File: config.mk
export PLATFORM = sky130hd
export DESIGN_NAME = uart_rx_sampler
export DESIGN_NICKNAME = d
export VERILOG_FILES = /design/src/rtl/uart_rx_sampler.sv
export SDC_FILE = /design/constraint.sdc
export NUM_CORES = 1
export LEC_CHECK = 0
export CORE_ASPECT_RATIO = 0.6
export CORE_MARGIN = 2
export CORE_UTILIZATION = 60
export CTS_BUF_LIST = sky130_fd_sc_hd__clkbuf_2 sky130_fd_sc_hd__clkbuf_4 sky130_fd_sc_hd__clkbuf_8
export CTS_CLUSTER_SIZE = 28
export DETAILED_ROUTE_END_ITERATION = 10
export GPL_ROUTABILITY_DRIVEN = 0
export GPL_TIMING_DRIVEN = 0
export HOLD_SLACK_MARGIN = 0.05
export PLACE_DENSITY = 0.83
export SYNTH_ARGS = -nofsm -noshare
export SYNTH_HDL_FRONTEND = slang
export SYNTH_SLANG_ARGS = --single-unit
File: constraint.sdc
create_clock -name clk -period 2.3 [get_ports clk]
set_clock_uncertainty 0.1 [all_clocks]
set_input_delay 0.575 -clock clk [delete_from_list [all_inputs] [get_ports clk]]
set_output_delay 0.575 -clock clk [all_outputs]
set_load 0.02 [all_outputs]
File: src/rtl/uart_rx_sampler.sv
// 8N1 UART receiver with 16x oversampling, 2-of-3 mid-bit voting, false-start
// rejection, framing-error/break handling and a single-entry valid/ready output register.
module uart_rx_sampler #(
    parameter int BAUD_DIV = 5,
    parameter int DIV_W    = 16
) (
    input  logic       clk,
    input  logic       rst,
    input  logic       rx,
    output logic [7:0] data_out,
    output logic       data_valid,
    input  logic       data_ready,
    output logic       frame_err,
    output logic       overrun,
    output logic       busy
);

    typedef enum logic [2:0] {
        S_IDLE  = 3'd0,
        S_START = 3'd1,
        S_DATA  = 3'd2,
        S_STOP  = 3'd3,
        S_BREAK = 3'd4
    } state_t;

    state_t           state_q, state_d;
    logic             sync1_q, sync2_q;
    logic [DIV_W-1:0] div_q, div_d;
    logic [3:0]       sub_q, sub_d;
    logic [1:0]       vote_q, vote_d;
    logic [2:0]       bit_idx_q, bit_idx_d;
    logic [7:0]       shift_q, shift_d;
    logic [7:0]       data_q;
    logic             valid_q, frame_err_q, overrun_q;

    logic rx_s, tick, vote;
    logic at_sample, at_end;
    logic shift_en, bit_inc, deliver, ferr_set;

    assign rx_s      = sync2_q;
    assign tick      = (div_q == DIV_W'(BAUD_DIV - 1));
    assign at_sample = tick && (sub_q == 4'd9);
    assign at_end    = tick && (sub_q == 4'd15);
    // Samples from sub 7 and 8 are held; the sub 9 sample is the live line.
    assign vote      = (vote_q[0] & vote_q[1]) | (vote_q[0] & rx_s) | (vote_q[1] & rx_s);

    // State register (synchronizer flops reset to idle-high).
    always_ff @(posedge clk) begin
        if (rst) begin
            sync1_q <= 1'b1;
            sync2_q <= 1'b1;
            state_q <= S_IDLE;
        end else begin
            sync1_q <= rx;
            sync2_q <= sync1_q;
            state_q <= state_d;
        end
    end

    // Next-state logic.
    always_comb begin
        state_d = state_q;
        case (state_q)
            S_IDLE:  if (!rx_s) state_d = S_START;
            S_START: begin
                if (at_sample && vote) state_d = S_IDLE;
                else if (at_end)       state_d = S_DATA;
            end
            S_DATA:  if (at_end && (bit_idx_q == 3'd7)) state_d = S_STOP;
            S_STOP:  if (at_sample) state_d = vote ? S_IDLE : S_BREAK;
            S_BREAK: if (rx_s) state_d = S_IDLE;
            default: state_d = S_IDLE;
        endcase
    end

    // Output / control decode.
    always_comb begin
        busy     = (state_q != S_IDLE);
        shift_en = (state_q == S_DATA) && at_sample;
        bit_inc  = (state_q == S_DATA) && at_end;
        deliver  = (state_q == S_STOP) && at_sample && vote;
        ferr_set = (state_q == S_STOP) && at_sample && !vote;
    end

    // Counters are held at zero in IDLE so every START begins at div=0, sub=0.
    always_comb begin
        div_d     = div_q;
        sub_d     = sub_q;
        vote_d    = vote_q;
        bit_idx_d = bit_idx_q;
        shift_d   = shift_q;
        if (state_q == S_IDLE) begin
            div_d = '0;
            sub_d = 4'd0;
        end else if (tick) begin
            div_d = '0;
            sub_d = sub_q + 4'd1;
        end else begin
            div_d = div_q + DIV_W'(1);
        end
        if (tick && (sub_q == 4'd7)) vote_d[0] = rx_s;
        if (tick && (sub_q == 4'd8)) vote_d[1] = rx_s;
        if (state_q == S_START) bit_idx_d = 3'd0;
        else if (bit_inc)       bit_idx_d = bit_idx_q + 3'd1;
        if (shift_en) shift_d = {vote, shift_q[7:1]};
    end

    always_ff @(posedge clk) begin
        if (rst) begin
            div_q       <= '0;
            sub_q       <= 4'd0;
            vote_q      <= 2'b00;
            bit_idx_q   <= 3'd0;
            shift_q     <= 8'h00;
            data_q      <= 8'h00;
            valid_q     <= 1'b0;
            frame_err_q <= 1'b0;
            overrun_q   <= 1'b0;
        end else begin
            div_q       <= div_d;
            sub_q       <= sub_d;
            vote_q      <= vote_d;
            bit_idx_q   <= bit_idx_d;
            shift_q     <= shift_d;
            frame_err_q <= ferr_set;
            overrun_q   <= 1'b0;
            // An accept in the delivery cycle frees the register for the new byte.
            if (deliver) begin
                if (!valid_q || data_ready) begin
                    data_q  <= shift_q;
                    valid_q <= 1'b1;
                end else begin
                    overrun_q <= 1'b1;
                end
            end else if (valid_q && data_ready) begin
                valid_q <= 1'b0;
            end
        end
    end

    assign data_out   = data_q;
    assign data_valid = valid_q;
    assign frame_err  = frame_err_q;
    assign overrun    = overrun_q;

endmodule

==> results.sh, run 1 <==
export IMPL_status="completed"
export IMPL_antenna_cells=0
export IMPL_worst_slew_pin_slew_ns=0.492
export IMPL_drv_cap=0
export IMPL_chipWidth_microns=84.4
export IMPL_async_flop_share=0
export IMPL_drtIter0Drc=228
export IMPL_synth_area_per_cell_sq_um=8.82
export IMPL_antenna_found_initial=0
export IMPL_grt_pass1_wl_mm=8.78
export IMPL_chipHeight_microns=52.3
export IMPL_yosysTopAreaCellShare=0.421
export IMPL_hold_viol=0
export IMPL_fin_crit_ns=2.08
export IMPL_drive_gt1_frac=0.0915
export IMPL_dieArea_sq_um=4410
export IMPL_grt_pass1_vias=1791
export IMPL_num_vias=2004
export IMPL_yosys_area_top_type="dfxtp_1"
export IMPL_ios=16
export IMPL_portBuffers=14
export IMPL_finish_utilization=0.706
export IMPL_fill_cells=285
export IMPL_initial_utilization=0.629
export IMPL_critPathMaxFanout=10
export IMPL_cp_data_required_time_ns=1.62
export IMPL_multi_input_area_sq_um=1230
export IMPL_ys_top_cells_by_area="dfxtp_1 (42%), nand4_1 (6.4%), a21oi_1 (6.0%)"
export IMPL_setup_violations=0
export IMPL_yosysUniqueCellTypes=41
export IMPL_grt_max_degree=14
export IMPL_period_share=0.904
export IMPL_cts_sinks=49
export IMPL_relSlewSlack=0.672
export IMPL_vias_per_cell=6.05
export IMPL_ir_drop_mv=0.369
export IMPL_syn_nets=275
export IMPL_cts_max_path_buffers=2
export IMPL_dp_slack_ns=0.114
export IMPL_cpMaxStageDelayCell="dlygate4sd2_1"
export IMPL_overflow=0
export IMPL_ys_seq_area_frac=0.421
export IMPL_crit_path_end_kind="output port"
export IMPL_path_class="reg2out"
export IMPL_track_usage=0.257
export IMPL_layout_common_cells="dfxtp_1 (49), a21oi_1 (28), nand4_1 (24)"
export IMPL_netlist_area_sq_um=2330
export IMPL_hold_class="reg2reg"
export IMPL_cts_clk_slew_worst_paths_ns=0.09
export IMPL_syn_inst=264
export IMPL_drc=0
export IMPL_power_density_nw_per_um2=535
export IMPL_cts_tree="yes"
export IMPL_drt_total_wl_mm=5.13
export IMPL_num_nets_final=296
export IMPL_seq_area_sq_um=981
export IMPL_h_tree_depth=2
export IMPL_cts_setup_buffers=0
export IMPL_syn_to_final_growth_pct=12.1
export IMPL_dp_hpwl_mm=3.74
export IMPL_rsz0062_at_grt="no"
export IMPL_postRouteAntennaNets=0
export IMPL_drt_pass1_iter_count=4
export IMPL_crit_arrival_ns=1.40
export IMPL_root_buffer="clkbuf_8"
export IMPL_yosys_register_bits=49
export IMPL_crit_path_max_incr_delay_ns=0.32
export IMPL_synth_edf_count=0
export IMPL_slew_violations=0
export IMPL_clock_latency_ns=0.31
export IMPL_core_sq_um=3700
export IMPL_fin_setup_tns_ns=0
export IMPL_synth_ff_type="dfxtp_1"
export IMPL_crit_chain="buf_2 -> nor3_2 -> inv_1 -> dlygate4sd2_1"
export IMPL_route_detailed_wl_per_inst_microns=15.5
export IMPL_p_leak_nw=0.870
export IMPL_rows=17
export IMPL_max_freq_mhz=481
export IMPL_yosys_warnings=0
export IMPL_worst_slack_ns=0.221
export IMPL_worst_setup_path_start_kind="register"
export IMPL_mostFrequentLayoutCell="dfxtp_1"
export IMPL_cts_buffers=5
-- synthesized netlist by cell type (all sizes together), types with 5 or more instances --
library cell and n:
o31ai 17, nand2 12, xor2 9, ha 7, nand3 9, buf 8
inv 8, clkbuf 13, xnor2 6, dfxtp 49, a21oi 28, nand4 25
nor3 5, o21ai 9, nor2 18
-- timing repair --
item / 4_1_cts / 5_1_grt
hold endpoints to repair: 0 / 0
setup endpoints to repair: 1 / 8
hold buffers: 0 / 0
gates resized for setup: 2 / 3
-- sequential cells by signal (all words and copies together) (netlist names) --
name        flops
frame_err       1
sub_q           4
rx_s            1
data_out        8
div_q          16
overrun         1
state_q         3
data_valid      1
bit_idx_q       3
sync1_q         1
shift_q         8
vote_q          2
-- kinds of logic after synthesis --
logic type / synth area share
compound gates: 0.155
xor+xnor: 0.0564
fa+ha+maj: 0.0419
buf+inv: 0.0527
flops: 0.421
simple gates: 0.273
-- where the power goes --
| group | total [mW] | switching, mW | leakage (nW) | internal, mW |
|---|---|---|---|---|
| clock network | 0.480 | 0.279 | 0.0399 | 0.201 |
| logic | 0.0597 | 0.0367 | 0.434 | 0.0230 |
| registers | 0.857 | 0.00435 | 0.395 | 0.853 |
| total | 1.40 | 0.320 | 0.870 | 1.08 |
-- critical path, delay by kind of cell (launching register included) --
kind,cells,cell delay [ns]
buffers and inverters,3,0.55
DFF,1,0.31
and+or+nand+nor,1,0.25
-- layout make-up --
class / count / share of cell area
Multi-Input combinational cell: 186 / 0.473
Sequential cell: 49 / 0.376
Timing Repair Buffer: 14 / 0.0532
Buffer: 21 / 0.0359
Clock buffer: 5 / 0.0264
Tap cell: 47 / 0.0225
Inverter: 8 / 0.0115
Clock inverter: 1 / 0.00192
-- layer usage --
metal	global-route usage	wire length (microns)	vias up	share of wire
met1	0.420	2800	931	0.55
met5	0	0	-	0
met2	0.323	1900	66	0.37
met4	0.0820	68	0	0.013
met3	0.0567	361	7	0.070
li1	-	-	1000	-
-- through the flow --
step	instances	power, mW	area (sq um)	hold slack [ns]
5_1_grt	331	1.44	2610	0.331
2_1_floorplan	264	0.917	2330	0.289
3_3_place_gp	325	0.936	2530	0.291
4_1_cts	331	1.40	2610	0.322
3_5_place_dp	325	0.937	2530	0.302
6_report	331	1.40	2610	0.317
-- final timing paths --
kind | to | depth (start not counted) | slack [ns] | start
min | rx_s | 1 | 0.32 | sync1_q
min reg2reg | rx_s | 1 | 0.32 | sync1_q
max | busy | 4 | 0.22 | state_q[1]
max reg2reg | div_q[12] | 8 | 0.23 | div_q[0]
Note: power is estimated with default switching activity, not from simulation.
==> inputs of run 2 (changes only) <==
--- a/config.mk
+++ b/config.mk
@@ -15,6 +15,8 @@
 export GPL_TIMING_DRIVEN = 0
 export HOLD_SLACK_MARGIN = 0.05
 export PLACE_DENSITY = 0.83
+export SETUP_SLACK_MARGIN = 0.05
 export SYNTH_ARGS = -nofsm -noshare
 export SYNTH_HDL_FRONTEND = slang
 export SYNTH_SLANG_ARGS = --single-unit
+export TNS_END_PERCENT = 50
==> results of run 2 <==
Same layout as run 1 (identical final DEF). Status: completed.
